### src/rtl/pk_pkg.sv
// rtl/pk_pkg.sv - shared constants, state encoding and record field helpers for the credential store
package pk_pkg;
   localparam int REC_W   = 256;
   localparam int ADDR_W  = 4;
   localparam int SLOTS   = 16;
   localparam int ACC_HI  = 255;
   localparam int ACC_LO  = 128;
   localparam int PASS_HI = 127;
   localparam int PASS_LO = 0;

   typedef enum logic {ST_IDLE, ST_ERASE} state_e;

   function automatic logic [ACC_HI-ACC_LO:0] acc_field(input logic [REC_W-1:0] rec);
      return rec[ACC_HI:ACC_LO];
   endfunction

   function automatic logic [PASS_HI-PASS_LO:0] pass_field(input logic [REC_W-1:0] rec);
      return rec[PASS_HI:PASS_LO];
   endfunction
endpackage

### src/rtl/flash_store_if.sv
// rtl/flash_store_if.sv - flash port between the password-keeper core (master) and the store (slave)
interface flash_store_if;
   import pk_pkg::*;

   logic [ADDR_W-1:0] add_flash;
   logic [REC_W-1:0]  write_data_flash;
   logic              flash_write;
   logic              erase;
   logic [REC_W-1:0]  data_flash;
   logic [ADDR_W-1:0] max_address;
   logic              full;
   logic              busy;
   logic              wr_ack;
   logic              wr_err;

   modport master (
      output add_flash, write_data_flash, flash_write, erase,
      input  data_flash, max_address, full, busy, wr_ack, wr_err
   );

   modport slave (
      input  add_flash, write_data_flash, flash_write, erase,
      output data_flash, max_address, full, busy, wr_ack, wr_err
   );
endinterface

### src/rtl/flash_store_mem.sv
// rtl/flash_store_mem.sv - single-port write-first record array with registered read
// Deliberately unreset: contents model flash retention across reset.
module flash_mem #(
   parameter int DEPTH = 16,
   parameter int WIDTH = 256,
   parameter int AW    = 4
) (
   input  logic             clk,
   input  logic             we_i,
   input  logic [AW-1:0]    addr_i,
   input  logic [WIDTH-1:0] wdata_i,
   output logic [WIDTH-1:0] rdata_o
);
   logic [WIDTH-1:0] mem_q [DEPTH];
   logic [WIDTH-1:0] rdata_q;

   always_ff @(posedge clk) begin
      if (we_i) begin
         mem_q[addr_i] <= wdata_i;
         rdata_q       <= wdata_i;
      end else begin
         rdata_q <= mem_q[addr_i];
      end
   end

   assign rdata_o = rdata_q;
endmodule

### src/rtl/flash_store.sv
// rtl/flash_store.sv - 16-record credential store: append/overwrite control, occupancy and sequenced erase
module flash_store
   import pk_pkg::*;
#(
   parameter int DEPTH = SLOTS,
   parameter int WIDTH = REC_W
) (
   input  logic         clk,
   input  logic         rst,
   flash_store_if.slave fif
);
   state_e            state_q;
   logic [ADDR_W-1:0] ptr_q;
   logic [ADDR_W:0]   count_q, count_d;
   logic              wr_ack_q, wr_err_q;
   logic              rd_zero_q;

   logic              in_idle, erase_last, wr_ok, wr_do, wr_append;
   logic              mem_we;
   logic [ADDR_W-1:0] mem_addr;
   logic [WIDTH-1:0]  mem_wdata, mem_rdata;

   assign in_idle    = (state_q == ST_IDLE);
   assign erase_last = (ptr_q == ADDR_W'(DEPTH - 1));
   // When full the append slot (16) is unreachable, so this admits overwrites only.
   assign wr_ok      = ({1'b0, fif.add_flash} <= count_q);
   assign wr_do      = in_idle & ~fif.erase & fif.flash_write & wr_ok;
   assign wr_append  = wr_do & ({1'b0, fif.add_flash} == count_q);

   assign mem_we    = ~in_idle | wr_do;
   assign mem_addr  = in_idle ? fif.add_flash : ptr_q;
   assign mem_wdata = in_idle ? fif.write_data_flash : '0;

   flash_mem #(.DEPTH(DEPTH), .WIDTH(WIDTH), .AW(ADDR_W)) u_mem (
      .clk     (clk),
      .we_i    (mem_we),
      .addr_i  (mem_addr),
      .wdata_i (mem_wdata),
      .rdata_o (mem_rdata)
   );

   always_comb begin
      count_d = count_q;
      if (!in_idle && erase_last) begin
         count_d = '0;
      end else if (wr_append) begin
         count_d = count_q + 1'b1;
      end
   end

   always_ff @(posedge clk or negedge rst) begin
      if (!rst) begin
         state_q   <= ST_IDLE;
         ptr_q     <= '0;
         count_q   <= '0;
         wr_ack_q  <= 1'b0;
         wr_err_q  <= 1'b0;
         rd_zero_q <= 1'b1;
      end else begin
         count_q  <= count_d;
         wr_ack_q <= wr_do;
         wr_err_q <= fif.flash_write & ~wr_do;
         case (state_q)
            ST_IDLE: begin
               rd_zero_q <= fif.erase;
               if (fif.erase) begin
                  state_q <= ST_ERASE;
                  ptr_q   <= '0;
               end
            end
            ST_ERASE: begin
               ptr_q <= ptr_q + 1'b1;
               if (erase_last) begin
                  state_q   <= ST_IDLE;
                  rd_zero_q <= 1'b0;
               end
            end
            default: state_q <= ST_IDLE;
         endcase
      end
   end

   // The array read register has no reset; this mask gives zero read data out of reset and at erase start.
   assign fif.data_flash  = rd_zero_q ? '0 : mem_rdata;
   assign fif.max_address = count_q[ADDR_W] ? '1 : count_q[ADDR_W-1:0];
   assign fif.full        = count_q[ADDR_W];
   assign fif.busy        = ~in_idle;
   assign fif.wr_ack      = wr_ack_q;
   assign fif.wr_err      = wr_err_q;
endmodule

### src/flat_wrapper.sv
// flat-port wrapper written by rule: the top's interface ports become plain ports
module flash_store_flat import pk_pkg::*;
#(
   parameter int DEPTH = SLOTS,
   parameter int WIDTH = REC_W
)
  (clk, rst, fif_add_flash, fif_write_data_flash, fif_flash_write, fif_erase, fif_data_flash, fif_max_address, fif_full, fif_busy, fif_wr_ack, fif_wr_err);
  flash_store_if fif_i ();
  input  logic clk;
  input  logic rst;
  input wire logic [$bits(fif_i.add_flash)-1:0] fif_add_flash;
  input wire logic [$bits(fif_i.write_data_flash)-1:0] fif_write_data_flash;
  input wire logic [$bits(fif_i.flash_write)-1:0] fif_flash_write;
  input wire logic [$bits(fif_i.erase)-1:0] fif_erase;
  output wire logic [$bits(fif_i.data_flash)-1:0] fif_data_flash;
  output wire logic [$bits(fif_i.max_address)-1:0] fif_max_address;
  output wire logic [$bits(fif_i.full)-1:0] fif_full;
  output wire logic [$bits(fif_i.busy)-1:0] fif_busy;
  output wire logic [$bits(fif_i.wr_ack)-1:0] fif_wr_ack;
  output wire logic [$bits(fif_i.wr_err)-1:0] fif_wr_err;
  assign fif_i.add_flash = fif_add_flash;
  assign fif_i.write_data_flash = fif_write_data_flash;
  assign fif_i.flash_write = fif_flash_write;
  assign fif_i.erase = fif_erase;
  assign fif_data_flash = fif_i.data_flash;
  assign fif_max_address = fif_i.max_address;
  assign fif_full = fif_i.full;
  assign fif_busy = fif_i.busy;
  assign fif_wr_ack = fif_i.wr_ack;
  assign fif_wr_err = fif_i.wr_err;
  flash_store #(.DEPTH(DEPTH), .WIDTH(WIDTH)) u_core (.clk(clk), .rst(rst), .fif(fif_i));
endmodule
### config.mk
export PLATFORM = sky130hd
export DESIGN_NAME = flash_store_flat
export DESIGN_NICKNAME = d
export VERILOG_FILES = /design/src/rtl/pk_pkg.sv /design/src/rtl/flash_store_if.sv /design/src/rtl/flash_store_mem.sv /design/src/rtl/flash_store.sv /design/src/flat_wrapper.sv
export SDC_FILE = /design/constraint.sdc
export NUM_CORES = 2
export LEC_CHECK = 0
export ABC_AREA = 0
export BUFFER_PORTS_ARGS = -buffer_cell sky130_fd_sc_hd__buf_2
export CAP_MARGIN = 15
export CORE_UTILIZATION = 25
export DETAILED_ROUTE_END_ITERATION = 10
export SYNTH_ARGS = -nofsm -noshare
export SYNTH_HDL_FRONTEND = slang
export SYNTH_SLANG_ARGS = --single-unit
### constraint.sdc
create_clock -name clk -period 63.3 [get_ports clk]
set_input_delay 9.495 -clock clk [delete_from_list [all_inputs] [get_ports clk]]
set_output_delay 9.495 -clock clk [all_outputs]
set_load 0.02 [all_outputs]
==> results.md <==
* DR top layer: met5
* Synth Cell Area at 0.160 mm2
* Crit Path Class: reg -> out
* Min-delay src: u_core.rd_zero_q$_DFFE_PN1P_
* Layout Area Growth over Synthesis at 16.4%
* RSZ-0062 raised after global routing: false
* Final min period at 18.48 ns
* Top area cells in the synthesized netlist: edfxtp_1 (77%), mux2i_1 (12%), a22oi_1 (3.9%)
* First-pass GRT wire length at 608 mm
* Final Cycle Share at 29.2%
* WL met2 at 198 mm
* Clk pin slew, worst setup/hold paths at 0.06 ns
* Fraction of the mapped netlist area in compound gates at 5.73%
* PD cells at 53.3 mW/mm2
* Drt via density at 4.63
* Share of cells above drive strength 1 at 15.4%
* Top-area cell type share of the netlist area at 77.0%
* Critical R2R Launch: u_core.fif.busy$_DFF_PN0_
* Initial antenna violation count at 68
* Core area at 0.637 mm2
* Die Wd at 801 um
* Max Freq at 54.1 MHz
* Final wirelength at 433 mm
* DR WL/cell at 24.0 um
* Clock root buffer master: clkbuf_16
* Vias in the first global route at 83.2k
* Ys Warns at 0
* Die area at 0.642 mm2
* Final Slew Violations at 0
* Cell Chain, Critical Path: buf_4 -> buf_4 -> buf_12 -> buf_4 -> buf_4 -> buf_4 -> buf_4 -> mux2i_1 -> a22oi_1 -> nand2_1 -> o22ai_1 -> buf_2
* Synth async-reset ratio at 0.316%
* Crit path largest cell delay at 0.91 ns
* Post-synthesis xor/xnor area fraction at 0.0219%
* GP Congestion at 0.718
* Syn_nets at 8913
* Hold_buf cts at 0
* Max VDD drop at 0.0000534 V
* WHS Endpoint: u_core.rd_zero_q$_DFFE_PN1P_
* Worst Path Max Fanout at 129
* Post-CTS setup buffers at 0
* Req. time, crit path at 53.81 ns
* Total negative setup slack at 0 ns
* Nets at 9553
* Post-CTS Resized at 0
* CP arrival at 8.98 ns
* CP max stage cell: buf_4
* Cells on Worst Hold Path at 2
* Crit-path most repeated cell: buf_4
* CTS tree: yes
* WP buf/inv at 8
* HP Class: reg -> reg
* DRT met1 WL at 197 mm
* Startpoint types: register
* Routed vias at 83.6k
* Run status: completed
* Most common cell in the synthesized netlist: edfxtp_1
* Endpoint class of the critical path: output pin
* Max_slew headroom at 15.3%
* Cell taking the most area after synthesis: edfxtp_1
* Worst R2R End: u_core.u_mem.mem_q[12][124]$_DFFE_PP_
* Synth Area in Adders at 0.0470%
* Endpoints failing hold at 0
* R2r setup slk at 57.26 ns
* DRT iter0 DRCs at 8285
* Simple-gate share of the synthesized area at 2.17%
* Antenna violation net count after detailed routing at 0
* Multiplexer area fraction after synthesis at 13.0%
* Row Count at 293
* H-tree levels at 5
* Hpwl dp at 217 mm
* Register area share after synthesis at 77.2%
* Clock latency at the later pin of the worst-skew pair at 1.00 ns
* Mean Syn Cell Area at 18.5 um2
* Largest net degree at the start of global routing at 137
* Yosys cell types at 45
* CTS Buf Count at 424
* Max_cap viols at 0
* Io pins at 528
* Initial core utilization at 25.1%
* Gate Count Post-Synth at 8643
* Fin Clk Skew at 0.0817 ns
* Worst slew pin tran at 1.27 ns
* Clock Sinks at 4113
* Number of synthesized flops with an enable pin at 4096
* Fin util at 29.2%
* Longest Clk Path Bufs at 4
* Yosys reg bits at 4113
* CP delay by family, top: buffers and inverters
* I/O Buffers at 527
* P_leak at 64.1 nW
* Die Y at 801 um
* Main combinational cell family by area after synthesis: multiplexers
* R2R depth at 9
* GRT overflow at 0
* DRC at 0
* WL met3 at 28.5 mm
* Ys flop type: edfxtp_1
* All-layer global routing usage at 12.8%
* FILL cells at 62.3k
* Synth top cells by count: edfxtp_1 (4096), mux2i_1 (1856), a22oi_1 (828)
* First-pass iteration count of the detailed router at 6
* # setup viols final at 0
## logic make-up (layout without fill, tap and decap cells)
kind of cell	Yosys count	in the layout
xor+xnor	4	4
simple gates	732	732
flops	4113	4113
compound gates	1292	1292
other cells	0	17
fa+ha+maj	6	6
buf+inv	542	1535
mux	1954	1954
## power by group
| part | internal [W] | switching, W |
|---|---|---|
| logic | 0.00101 | 0.00248 |
| clock network | 0.00138 | 0.00107 |
| registers | 0.00384 | 0.000137 |
| total | 0.00623 | 0.00369 |
## routing by layer
metal  track usage, %  up-vias
met3             2.13      583
met5                0        -
li1                 -    36100
met1             18.4    43800
met4             2.84       16
met2             20.2     3001
## tightest hold or removal path, cell delays in order (launching register included)
cell     delay (ns)
dfstp_2        0.37
nand3_1        0.06
o21ai_0        0.07
## cells in the final DEF (no fill, tap or decap), types with 17 or more instances in the layout
cell type and instances:
diode_2 17, mux4_2 98, buf_2 527, nor2b_1 252, o21ai_0 197, o22ai_1 158
clkinv_1 98, a22oi_1 828, clkbuf_1 80, buf_12 30, clkbuf_16 427, nand2_1 433
clkinvlp_4 18, mux2i_1 1856, buf_4 181, bufinv_16 31, edfxtp_1 4096, clkinv_2 80
a221oi_1 98
## stage by stage
stage	cell area (um2)	hold WS (ns)	power, W	setup WS, ns	instances
floorplan	160000	0.486	0.00656	34.33	8643
global placement	172000	0.507	0.00752	45.78	17300
detailed placement	172000	0.509	0.00755	45.84	17300
CTS	186000	0.518	0.0100	44.65	18000
global route	186000	0.563	0.0103	44.32	18000
finish	186000	0.514	0.00991	44.82	18100
## area by class of cell
cell class / instances / area (um2) / area share [%]
diodes: 17 / 42.5 / 0.0229
repair buffers: 743 / 4650 / 2.50
clock inverters: 264 / 2540 / 1.37
well taps: 8407 / 10500 / 5.66
flip-flops and latches: 4113 / 123000 / 66.4
clock buffers: 515 / 11100 / 5.97
inverters: 13 / 53.8 / 0.0289
multi-input cells: 3988 / 33600 / 18.1
## sequential cells by signal (all words and copies together) (netlist names), named ones only
| name | count |
|---|---|
| u_core.count_q | 5 |
| u_core.fif.busy | 1 |
| u_core.fif.wr_ack | 1 |
| u_core.fif.wr_err | 1 |
| u_core.ptr_q | 4 |
| u_core.rd_zero_q | 1 |
| u_core.u_mem.mem_q | 4096 |
## worst max path at each step
stage	start	endpoint	slack (ns)	cells past startpoint
after global placement	register	fif_data_flash[56]	45.78	12
final	register	fif_data_flash[56]	44.82	12
after floorplan	fif_add_flash[2]	u_core.u_mem.mem_q[15][0]$_DFFE_PP_	34.33	6
after global routing	register	fif_data_flash[51]	44.32	12
after CTS	register	fif_data_flash[56]	44.65	12
after detailed placement	register	fif_data_flash[56]	45.84	12
No activity file was read; power rests on OpenSTA's default activity.
